===== src/rtl/rv32_decode_stage.sv =====
// rv32_decode_stage: registered RV32IM decode stage between fetch and execute.
// Splits raw instruction words into class, register indices, funct3, a
// sign-extended immediate, rd write-enable and an illegal flag. A 2-entry
// buffer (output register plus skid slot) keeps in_ready a flop.
// Ports:
//   clk, reset          rising-edge clock, synchronous active-high reset
//   flush               drops every held and incoming instruction
//   in_valid/in_ready   fetch handshake; in_inst, in_pc instruction and its PC
//   out_valid/out_ready execute handshake
//   out_pc, out_class, out_funct3, out_alt, out_muldiv, out_rd, out_rs1,
//   out_rs2, out_we_rd, out_imm, out_illegal   decoded fields
module rv32_decode_stage #(
  parameter bit MEXT = 1'b1,
  parameter bit SKID = 1'b1
) (
  input  logic        clk,
  input  logic        reset,
  input  logic        flush,
  input  logic        in_valid,
  output logic        in_ready,
  input  logic [31:0] in_inst,
  input  logic [31:0] in_pc,
  output logic        out_valid,
  input  logic        out_ready,
  output logic [31:0] out_pc,
  output logic [3:0]  out_class,
  output logic [2:0]  out_funct3,
  output logic        out_alt,
  output logic        out_muldiv,
  output logic [4:0]  out_rd,
  output logic [4:0]  out_rs1,
  output logic [4:0]  out_rs2,
  output logic        out_we_rd,
  output logic [31:0] out_imm,
  output logic        out_illegal
);

  localparam logic [6:0] OP     = 7'b0110011;
  localparam logic [6:0] OPIMM  = 7'b0010011;
  localparam logic [6:0] BRANCH = 7'b1100011;
  localparam logic [6:0] LOAD   = 7'b0000011;
  localparam logic [6:0] STORE  = 7'b0100011;
  localparam logic [6:0] LUI    = 7'b0110111;
  localparam logic [6:0] AUIPC  = 7'b0010111;
  localparam logic [6:0] JAL    = 7'b1101111;
  localparam logic [6:0] JALR   = 7'b1100111;

  localparam logic [3:0] CLS_OP      = 4'd0;
  localparam logic [3:0] CLS_OPIMM   = 4'd1;
  localparam logic [3:0] CLS_BRANCH  = 4'd2;
  localparam logic [3:0] CLS_LOAD    = 4'd3;
  localparam logic [3:0] CLS_STORE   = 4'd4;
  localparam logic [3:0] CLS_LUI     = 4'd5;
  localparam logic [3:0] CLS_AUIPC   = 4'd6;
  localparam logic [3:0] CLS_JAL     = 4'd7;
  localparam logic [3:0] CLS_JALR    = 4'd8;
  localparam logic [3:0] CLS_ILLEGAL = 4'd15;

  localparam logic [6:0] F7_BASE = 7'b0000000;
  localparam logic [6:0] F7_ALT  = 7'b0100000;
  localparam logic [6:0] F7_MUL  = 7'b0000001;

  typedef struct packed {
    logic [31:0] pc;
    logic [3:0]  cls;
    logic [2:0]  funct3;
    logic        alt;
    logic        muldiv;
    logic [4:0]  rd;
    logic [4:0]  rs1;
    logic [4:0]  rs2;
    logic        we_rd;
    logic [31:0] imm;
    logic        illegal;
  } dec_t;

  dec_t dec;
  dec_t out_q;
  dec_t skid_q;
  logic out_valid_q;
  logic skid_valid_q;
  logic skid_valid_n;
  logic in_ready_q;
  logic out_free;
  logic accept;

  logic [6:0] opcode;
  logic [2:0] f3;
  logic [6:0] f7;
  logic       writes_rd;

  assign opcode = in_inst[6:0];
  assign f3     = in_inst[14:12];
  assign f7     = in_inst[31:25];

  // Combinational decode of the word offered by fetch
  always_comb begin
    dec         = '0;
    writes_rd   = 1'b0;
    dec.pc      = in_pc;
    dec.funct3  = f3;
    dec.rd      = in_inst[11:7];
    dec.rs1     = in_inst[19:15];
    case (opcode)
      OP: begin
        dec.cls   = CLS_OP;
        dec.rs2   = in_inst[24:20];
        dec.alt   = in_inst[30];
        writes_rd = 1'b1;
        case (f7)
          F7_BASE: ;
          F7_ALT:  dec.illegal = (f3 != 3'b000) && (f3 != 3'b101);
          F7_MUL: begin
            dec.muldiv  = MEXT;
            dec.illegal = ~MEXT;
          end
          default: dec.illegal = 1'b1;
        endcase
      end
      OPIMM: begin
        dec.cls   = CLS_OPIMM;
        dec.imm   = {{20{in_inst[31]}}, in_inst[31:20]};
        writes_rd = 1'b1;
        // Shifts carry a 5-bit shamt; funct7 selects logical/arithmetic
        if (f3 == 3'b001) begin
          dec.imm     = {27'b0, in_inst[24:20]};
          dec.alt     = in_inst[30];
          dec.illegal = (f7 != F7_BASE);
        end else if (f3 == 3'b101) begin
          dec.imm     = {27'b0, in_inst[24:20]};
          dec.alt     = in_inst[30];
          dec.illegal = (f7 != F7_BASE) && (f7 != F7_ALT);
        end
      end
      BRANCH: begin
        dec.cls     = CLS_BRANCH;
        dec.rs2     = in_inst[24:20];
        dec.imm     = {{19{in_inst[31]}}, in_inst[31], in_inst[7],
                       in_inst[30:25], in_inst[11:8], 1'b0};
        dec.illegal = (f3 == 3'b010) || (f3 == 3'b011);
      end
      LOAD: begin
        dec.cls     = CLS_LOAD;
        dec.imm     = {{20{in_inst[31]}}, in_inst[31:20]};
        writes_rd   = 1'b1;
        dec.illegal = (f3 == 3'b011) || (f3 == 3'b110) || (f3 == 3'b111);
      end
      STORE: begin
        dec.cls     = CLS_STORE;
        dec.rs2     = in_inst[24:20];
        dec.imm     = {{20{in_inst[31]}}, in_inst[31:25], in_inst[11:7]};
        dec.illegal = (f3 > 3'b010);
      end
      LUI: begin
        dec.cls   = CLS_LUI;
        dec.imm   = {in_inst[31:12], 12'b0};
        writes_rd = 1'b1;
      end
      AUIPC: begin
        dec.cls   = CLS_AUIPC;
        dec.imm   = {in_inst[31:12], 12'b0};
        writes_rd = 1'b1;
      end
      JAL: begin
        dec.cls   = CLS_JAL;
        dec.imm   = {{11{in_inst[31]}}, in_inst[31], in_inst[19:12],
                     in_inst[20], in_inst[30:21], 1'b0};
        writes_rd = 1'b1;
      end
      JALR: begin
        dec.cls     = CLS_JALR;
        dec.imm     = {{20{in_inst[31]}}, in_inst[31:20]};
        writes_rd   = 1'b1;
        dec.illegal = (f3 != 3'b000);
      end
      default: dec.illegal = 1'b1;
    endcase
    if (in_inst[1:0] != 2'b11) dec.illegal = 1'b1;
    dec.we_rd = writes_rd && (dec.rd != 5'd0);
    // Illegal words still travel as a normal beat, with side effects masked
    if (dec.illegal) begin
      dec.cls    = CLS_ILLEGAL;
      dec.we_rd  = 1'b0;
      dec.imm    = '0;
      dec.muldiv = 1'b0;
      dec.alt    = 1'b0;
    end
  end

  assign out_free = ~out_valid_q | out_ready;
  assign in_ready = SKID ? in_ready_q : (~reset & out_free);
  assign accept   = in_valid & in_ready & ~flush;

  // Skid occupancy after this cycle (flush/reset override in the register)
  always_comb begin
    skid_valid_n = skid_valid_q;
    if (out_free)    skid_valid_n = skid_valid_q & accept;
    else if (accept) skid_valid_n = 1'b1;
  end

  // Output register plus skid slot; skid always drains first to keep order
  always_ff @(posedge clk) begin
    if (reset) begin
      out_q        <= '0;
      out_valid_q  <= 1'b0;
      skid_q       <= '0;
      skid_valid_q <= 1'b0;
      in_ready_q   <= 1'b0;
    end else if (flush) begin
      out_valid_q  <= 1'b0;
      skid_valid_q <= 1'b0;
      in_ready_q   <= 1'b1;
    end else begin
      if (out_free) begin
        if (skid_valid_q) begin
          out_q       <= skid_q;
          out_valid_q <= 1'b1;
          if (accept) skid_q <= dec;
        end else if (accept) begin
          out_q       <= dec;
          out_valid_q <= 1'b1;
        end else begin
          out_valid_q <= 1'b0;
        end
      end else if (accept) begin
        skid_q <= dec;
      end
      skid_valid_q <= skid_valid_n;
      in_ready_q   <= ~skid_valid_n;
    end
  end

  assign out_valid   = out_valid_q;
  assign out_pc      = out_q.pc;
  assign out_class   = out_q.cls;
  assign out_funct3  = out_q.funct3;
  assign out_alt     = out_q.alt;
  assign out_muldiv  = out_q.muldiv;
  assign out_rd      = out_q.rd;
  assign out_rs1     = out_q.rs1;
  assign out_rs2     = out_q.rs2;
  assign out_we_rd   = out_q.we_rd;
  assign out_imm     = out_q.imm;
  assign out_illegal = out_q.illegal;

endmodule

===== config.mk =====
export PLATFORM = sky130hd
export DESIGN_NAME = rv32_decode_stage
export DESIGN_NICKNAME = d
export VERILOG_FILES = /design/src/rtl/rv32_decode_stage.sv
export SDC_FILE = /design/constraint.sdc
export NUM_CORES = 1
export LEC_CHECK = 0
export BUFFER_PORTS_ARGS = -buffer_cell sky130_fd_sc_hd__buf_2
export CELL_PAD_IN_SITES_DETAIL_PLACEMENT = 1
export CELL_PAD_IN_SITES_GLOBAL_PLACEMENT = 1
export CORE_MARGIN = 2
export CORE_UTILIZATION = 40
export CTS_BUF_LIST = sky130_fd_sc_hd__clkbuf_4 sky130_fd_sc_hd__clkbuf_8
export DETAILED_ROUTE_END_ITERATION = 8
export GPL_ROUTABILITY_DRIVEN = 0
export GPL_TIMING_DRIVEN = 0
export PLACE_DENSITY_LB_ADDON = 0.05
export SLEW_MARGIN = 20
export SYNTH_ARGS = -nofsm -noshare
export SYNTH_HDL_FRONTEND = slang
export SYNTH_SLANG_ARGS = --single-unit

===== constraint.sdc =====
create_clock -name clk -period 3.9 [get_ports clk]
set_input_delay 0.78 -clock clk [delete_from_list [all_inputs] [get_ports clk]]
set_output_delay 0.78 -clock clk [all_outputs]
set_load 0.05 [all_outputs]

==> results of run 1 <==
-- power by group through the flow --
stage,Sequential [uW],Clock [uW],Combinational [uW]
after global routing,1940,1420,516
final,1940,1310,483
after floorplan,2120,0,164
after CTS,1940,1340,483
after global placement,1980,0,479
after detailed placement,1980,0,482
-- Yosys cell counts (2+ instances only) --
cell and n:
clkbuf_1 59, o21ai_1 9, buf_6 2, a31oi_1 8, nand3b_1 2, nor3b_1 2
nor2_1 65, dfxtp_1 183, a21o_1 15, nand3_1 33, a211oi_2 2, a311oi_1 10
a22o_1 20, o21a_1 7, a21oi_1 77, o22ai_1 2, or4_1 2, o21ai_0 46
mux2i_1 45, nor3_1 13, buf_1 8, o21ai_2 2, a221oi_1 11, a32o_1 7
a211oi_1 48, nand2b_1 8, nor4_1 3, nand2_1 175, o31a_1 2, inv_1 6
buf_2 10, nand4_1 7, a21boi_0 12, or3_1 4, nor2b_1 2
-- per-stage QoR --
step                hold WS, ns  util, %  setup slack [ns]  power (uW)
floorplan                0.4199        -             1.432        2283
detailed placement       0.4412    46.27            0.4901        2460
CTS                      0.4570    48.28            0.7584        3754
finish                   0.4521    48.28            0.7271        3732
global route             0.4774    48.28            0.5234        3874
global placement         0.4318    46.27            0.4483        2457
-- worst min-delay path, cell delays in order (launching register included) --
cell and delay (ns):
dfxtp_1 0.32, nand2_1 0.05, o21ai_1 0.05
-- final timing paths --
path / cells past startpoint / end / startpoint
setup / recovery: 7 / out_alt / skid_valid_q
hold / removal: 2 / skid_q[31] / skid_q[31]
setup reg to reg: 7 / out_alt / skid_valid_q
hold reg to reg: 2 / skid_q[31] / skid_q[31]
-- metal layers --
layer / GRT usage [%] / vias up / wire length, um
met5: 0 / - / 0
met4: 7.001 / 0 / 420
met3: 4.603 / 21 / 1105
met2: 40.15 / 165 / 12030
met1: 37.24 / 3673 / 13280
li1: - / 3672 / -
-- cell type report --
class	instances	area, um2
Inverter	6	22.52
Sequential cell	183	3664
Clock buffer	17	234.0
Fill cell	2462	10030
Clock inverter	14	155.1
Timing Repair Buffer	157	785.8
Tap cell	265	331.6
Buffer	79	324.1
Multi-Input combinational cell	660	3849
-- cells by family (layout without fill, tap and decap cells) --
logic type / count (synthesis) / after routing / synth area share, %
AND/OR/NAND/NOR: 326 / 326 / 18.45
adder cells (fa/ha/maj): 1 / 1 / 0.1274
XOR/XNOR: 1 / 1 / 0.1115
multiplexers: 45 / 45 / 5.732
buffers and inverters: 85 / 273 / 4.410
AO/OA/AOI/OAI: 287 / 287 / 24.55
flip-flops: 183 / 183 / 46.62
-- cell usage in the layout (no fill, tap or decap), types with 7 or more instances in the layout --
cell type | synthesis | layout
a211oi_1 | 48 | 48
a21boi_0 | 12 | 12
a21o_1 | 15 | 15
a21oi_1 | 77 | 77
a221oi_1 | 11 | 11
a22o_1 | 20 | 20
a311oi_1 | 10 | 10
a31oi_1 | 8 | 8
a32o_1 | 7 | 7
buf_1 | 8 | 8
buf_2 | 10 | 167
clkbuf_1 | 59 | 59
clkbuf_8 | 0 | 17
dfxtp_1 | 183 | 183
mux2i_1 | 45 | 45
nand2_1 | 175 | 175
nand2b_1 | 8 | 8
nand3_1 | 33 | 33
nand4_1 | 7 | 7
nor2_1 | 65 | 65
nor3_1 | 13 | 13
o21a_1 | 7 | 7
o21ai_0 | 46 | 46
o21ai_1 | 9 | 9
-- registers in the layout, summed over array words and instances, names as in the netlist --
signal        cells
skid_q           90
out_imm          32
out_pc           32
out_rd            5
out_rs1           5
out_rs2           5
out_class         4
out_funct3        3
in_ready          1
out_alt           1
out_illegal       1
out_muldiv        1
out_valid         1
out_we_rd         1
skid_valid_q      1
==> summary.txt, run 1 <==
Status
  – Status: complete, no violations

Timing
  – # setup viols final: 0
  – Worst-Margin Slew: 1.088 ns
  – Max-slew violation count: 0
  – F_max: 0.3152 GHz
  – Tmin final: 3.173 ns
  – Endpoints failing hold: 0
  – Sum of negative setup slack: 0 ns
  – Final Cycle Share: 81.36%
  – Setup Skew: 0.01927 ns
  – Slew headroom: 26.98%
  – RSZ-0062 raised after global routing: false

CTS
  – H-tree Lvls: 4
  – Worst skew pair latency: 0.48 ns
  – Clock Path Buffers: 2
  – CTS sink count: 183
  – CTS tree: built
  – Root Buffer: clkbuf_8
  – Post-CTS sizing: 0
  – Post-CTS Repair Setup Buffers: 0
  – Cts bufs inserted: 17
  – Worst-path clk slew: 0.10 ns
  – CTS Hold Buffers Added: 0

Logic synthesis
  – Register area share after synthesis: 46.62%
  – Netlist cell types: 56
  – Predominant post-synthesis flop cell: dfxtp_1
  – Post-Syn Instances: 928
  – Mapped Nets: 997
  – Synth top area cells: dfxtp_1 (47%), nand2_1 (8.4%), mux2i_1 (5.7%), a21oi_1 (4.9%), a211oi_1 (4.6%)
  – Synth top area share: 46.62%
  – Synthesis-stage register bit count: 183
  – Number of synthesized flops with an enable pin: 0
  – Synth Cell Area: 7859 um2
  – Ys async rst share: 0%
  – Biggest area consumer among synthesized cells: dfxtp_1
  – Synth Area per Inst: 8.469 um2
  – Syn. warnings: 0

Floorplanning
  – I/O pin count: 161
  – Die W: 144.2 um
  – Die height: 144.2 um
  – DIE AREA: 20780 um2
  – Std-Cell Rows: 51
  – Core footprint: 19400 um2
  – Initial Util: 40.51%

Finish
  – Fin area: 9365 um2
  – Fin nets: 1173
  – Area delta synth->final: 19.17%
  – N_diodes: 0
  – Share of cells above drive strength 1: 19.27%
  – Layout Cells excl Fill: 1381

Hold path
  – Hold Path Class: reg -> reg

Setup path
  – Arrival @ worst endpoint: 3.49 ns
  – CP bufs+invs: 4
  – Worst path slowest cell: clkbuf_1
  – Reg-to-reg slack, setup: 0.73 ns
  – Critical Path Max Stage Delay: 0.60 ns
  – Most common cell on crit path: clkbuf_1
  – Critical Path Source Type: register
  – CP Max Fanout: 10
  – Worst EP required: 4.22 ns
  – WS Path Type: reg -> reg
  – Critical-path cell list: buf_2 -> a21oi_1 -> nor3_1 -> clkbuf_1 -> clkbuf_1 -> clkbuf_1 -> a31oi_1
  – Top delay family on crit path: buffers and inverters
  – CP Capture Type: register

GRT
  – First-pass GRT wire length: 41.27 mm
  – Global route overflow: 0
  – All-Layer GR Usage: 25.91%
  – Number of global-route vias before repair: 7308
  – Antenna violations before repair: 0
  – Largest net degree at the start of global routing: 19

Detailed routing
  – First-pass DRT Iterations: 6
  – DR vias: 7531
  – Vias per cell: 5.453
  – Drt wl/cell: 19.43 um
  – DRC viols: 0
  – ANT nets after route: 0
  – Final wirelength: 26.84 mm
  – DRT iter0 DRCs: 485

Place
  – IO Port Bufs: 157
  – Dpl hpwl: 19.39 mm
  – Post-placement cell count: 1350
  – Area post-placement: 8976 um2

Power
  – Comb power frac: 13.0%
  – Switching share of power: 31.27%
  – Power Density: 398.5 nW/um2
  – Clock power share: 35.2%
  – Leakage power: 0.003448 uW
  – Power Internal: 2565 uW
  – Part of the power in registers: 51.9%
  – Max rail drop VDD: 0.0002473 V
  – Switch Pwr: 1167 uW

Run
  – Max-Cap Viols: 0
No activity file was read; power rests on OpenSTA's default activity.
==> inputs of run 2 (changes only) <==
--- a/config.mk
+++ b/config.mk
@@ -9,7 +9,7 @@
 export CELL_PAD_IN_SITES_DETAIL_PLACEMENT = 1
 export CELL_PAD_IN_SITES_GLOBAL_PLACEMENT = 1
 export CORE_MARGIN = 2
-export CORE_UTILIZATION = 40
+export CORE_UTILIZATION = 38
 export CTS_BUF_LIST = sky130_fd_sc_hd__clkbuf_4 sky130_fd_sc_hd__clkbuf_8
 export DETAILED_ROUTE_END_ITERATION = 8
 export GPL_ROUTABILITY_DRIVEN = 0
==> constraint.sdc (replaced) <==
create_clock -name clk -period 2.8 [get_ports clk]
set_input_delay 0.56 -clock clk [delete_from_list [all_inputs] [get_ports clk]]
set_output_delay 0.56 -clock clk [all_outputs]
set_load 0.05 [all_outputs]
==> summary.txt, run 2 (synthesis gave the netlist of run 1 again) <==
Timing
  – Worst-Margin Slew: 1.000 ns (-0.08755 ns)
  – Sum of negative setup slack: 0 ns (unchanged)
  – Slew headroom: 33.06% (+6.1 points)
  – Setup Skew: 0.01590 ns (-0.003367 ns)
  – Final Cycle Share: 92.58% (+11 points)
  – F_max: 0.3858 GHz (+22%)
  – Hold Slack: 0.3142 ns (-0.1379 ns)
  – RSZ-0062 raised after global routing: false
  – # setup viols final: 0 (unchanged)
  – Max-slew violation count: 0 (unchanged)
  – Tmin final: 2.592 ns (-0.5808 ns)
  – Endpoints failing hold: 0 (unchanged)

Run
  – Max-Cap Viols: 0 (unchanged)

Finish
  – Most frequent cells in the layout: dfxtp_1 (183), nand2_1 (175), buf_2 (167), a21oi_1 (77), nor2_1 (65)
  – Fin nets: 1173 (unchanged)
  – Biggest register: skid_q
  – Core Util, Final: 46.28% (-2.0 points)
  – Area of the multi-input gates: 3849 um2 (unchanged)
  – N_diodes: 0 (unchanged)
  – Register area: 3664 um2 (unchanged)
  – Fin area: 9364 um2 (about the same)
  – Share of cells above drive strength 1: 19.80% (+0.54 points)
  – Area delta synth->final: 19.15% (about the same)
  – Largest register FFs: 90 (unchanged)
  – Fill count: 2544 (+3.3%)
  – Commonest non-fill, non-tap cell in the layout: dfxtp_1

CTS
  – Worst skew pair latency: 0.48 ns (about the same)
  – Root Buffer: clkbuf_8
  – Cts bufs inserted: 17 (unchanged)
  – Worst-path clk slew: 0.11 ns (about the same)
  – CTS tree: built
  – H-tree Lvls: 4 (unchanged)
  – CTS sink count: 183 (unchanged)
  – Clock Path Buffers: 2 (unchanged)
  – Post-CTS Repair Setup Buffers: 0 (unchanged)

Floorplanning
  – Core footprint: 20230 um2 (+4.3%)
  – DIE AREA: 21850 um2 (+5.1%)
  – Die height: 147.8 um (+2.5%)
  – I/O pin count: 161 (unchanged)
  – Die W: 147.8 um (+2.5%)
  – Std-Cell Rows: 52 (+2.0%)
  – Initial Util: 38.84% (-1.7 points)

Detailed routing
  – First-pass DRT Iterations: 5 (-1)
  – DRC viols: 0 (unchanged)
  – Drt wl/cell: 19.46 um (+0.15%)
  – ANT nets after route: 0 (unchanged)
  – Final wirelength: 26.98 mm (+0.51%)
  – Vias per cell: 5.472 (+0.34%)
  – DR vias: 7584 (+0.70%)
  – DRT iter0 DRCs: 365 (-25%)

Power
  – Max rail drop VDD: 0.0002863 V (+16%)
  – Power Density: 546.7 nW/um2 (+37%)
  – Leakage power: 0.003464 uW (+0.47%)

Setup path
  – WS Path Type: reg -> reg
  – Critical Path Source Type: register
  – Critical-path cell list: buf_2 -> a21oi_1 -> nor3_1 -> clkbuf_2 -> clkbuf_2 -> clkbuf_1 -> a211oi_1
  – Arrival @ worst endpoint: 2.93 ns (-0.56 ns)
  – Worst path slowest cell: clkbuf_1
  – CP Max Fanout: 10 (unchanged)
  – Most common cell on crit path: clkbuf_2
  – CP Capture Type: register
  – Critical Path Max Stage Delay: 0.44 ns (-0.16 ns)
  – Worst EP required: 3.14 ns (-1.08 ns)

GRT
  – Antenna violations before repair: 0 (unchanged)
  – Number of global-route vias before repair: 7370 (+0.85%)
  – Largest net degree at the start of global routing: 19 (unchanged)
  – All-Layer GR Usage: 24.81% (-1.1 points)
  – Global route overflow: 0 (unchanged)
  – First-pass GRT wire length: 42.18 mm (+2.2%)

Place
  – Area post-placement: 8982 um2 (about the same)
  – Dpl hpwl: 19.73 mm (+1.7%)
  – IO Port Bufs: 157 (unchanged)

Status
  – Status: complete, no violations

Hold path
  – Hold Path Class: in -> reg
run 2: changes by cell type in the layout (fill, tap and decap cells not counted), sizes merged:
| cell | delta |
|---|---|
| inv | -2 |
| clkinv | +4 |
| clkinvlp | -1 |
| bufinv | -1 |
| clkbuf | +1 |
| buf | -1 |
run 2: per-stage QoR:
stage | total power, uW | worst slack [ns] | std cells
floorplan | 3179 | 0.5520 | 928
global placement | 3426 | -0.3727 | 1355
detailed placement | 3430 | -0.4014 | 1355
CTS | 5163 | 0.08965 | 1386
global route | 5324 | 0.001759 | 1386
finish | 5119 | 0.2078 | 1386
run 2: worst paths after layout:
check        cells past startpoint         start         end  slack, ns
max                              7  skid_valid_q   out_pc[5]       0.21
min                              3     in_pc[20]  skid_q[78]       0.31
max reg2reg                      7  skid_valid_q   out_pc[5]       0.21
min reg2reg                      2    skid_q[28]  skid_q[28]       0.45
run 2: worst max-delay path: cells and delay by family, from the launching register on:
kind,cells,cell delay [ns]
buf+inv,4,1.45
flops,1,0.32
compound gates,2,0.24
simple gates,1,0.42
run 2: what timing repair did:
item / in CTS / in global routing
gates resized for setup: 2 / 7
hold buffers: 0 / 0
setup endpoints to repair: 35 / 15
run 2: layer usage:
metal | vias up | global-route usage (%) | routed length (um)
met5 | - | 0 | 0
met4 | 0 | 5.286 | 335
met3 | 21 | 4.136 | 1174
met2 | 169 | 40.14 | 12420
met1 | 3713 | 35.05 | 13050
li1 | 3681 | - | -
run 2: final cells by class:
type / instances / share of cell area (%)
Sequential cell: 183 / 39.12
Multi-Input combinational cell: 660 / 41.10
Clock inverter: 14 / 1.497
Clock buffer: 17 / 2.499
Inverter: 6 / 0.2405
Buffer: 79 / 3.541
Tap cell: 270 / 3.608
Timing Repair Buffer: 157 / 8.391
run 2: power breakdown:
group | internal (uW) | leakage [uW] | total [uW] | switching (uW)
Sequential | 2660 | 0.00148 | 2690 | 33.0
Clock | 654 | 0.000185 | 1750 | 1100
Combinational | 172 | 0.00180 | 676 | 503
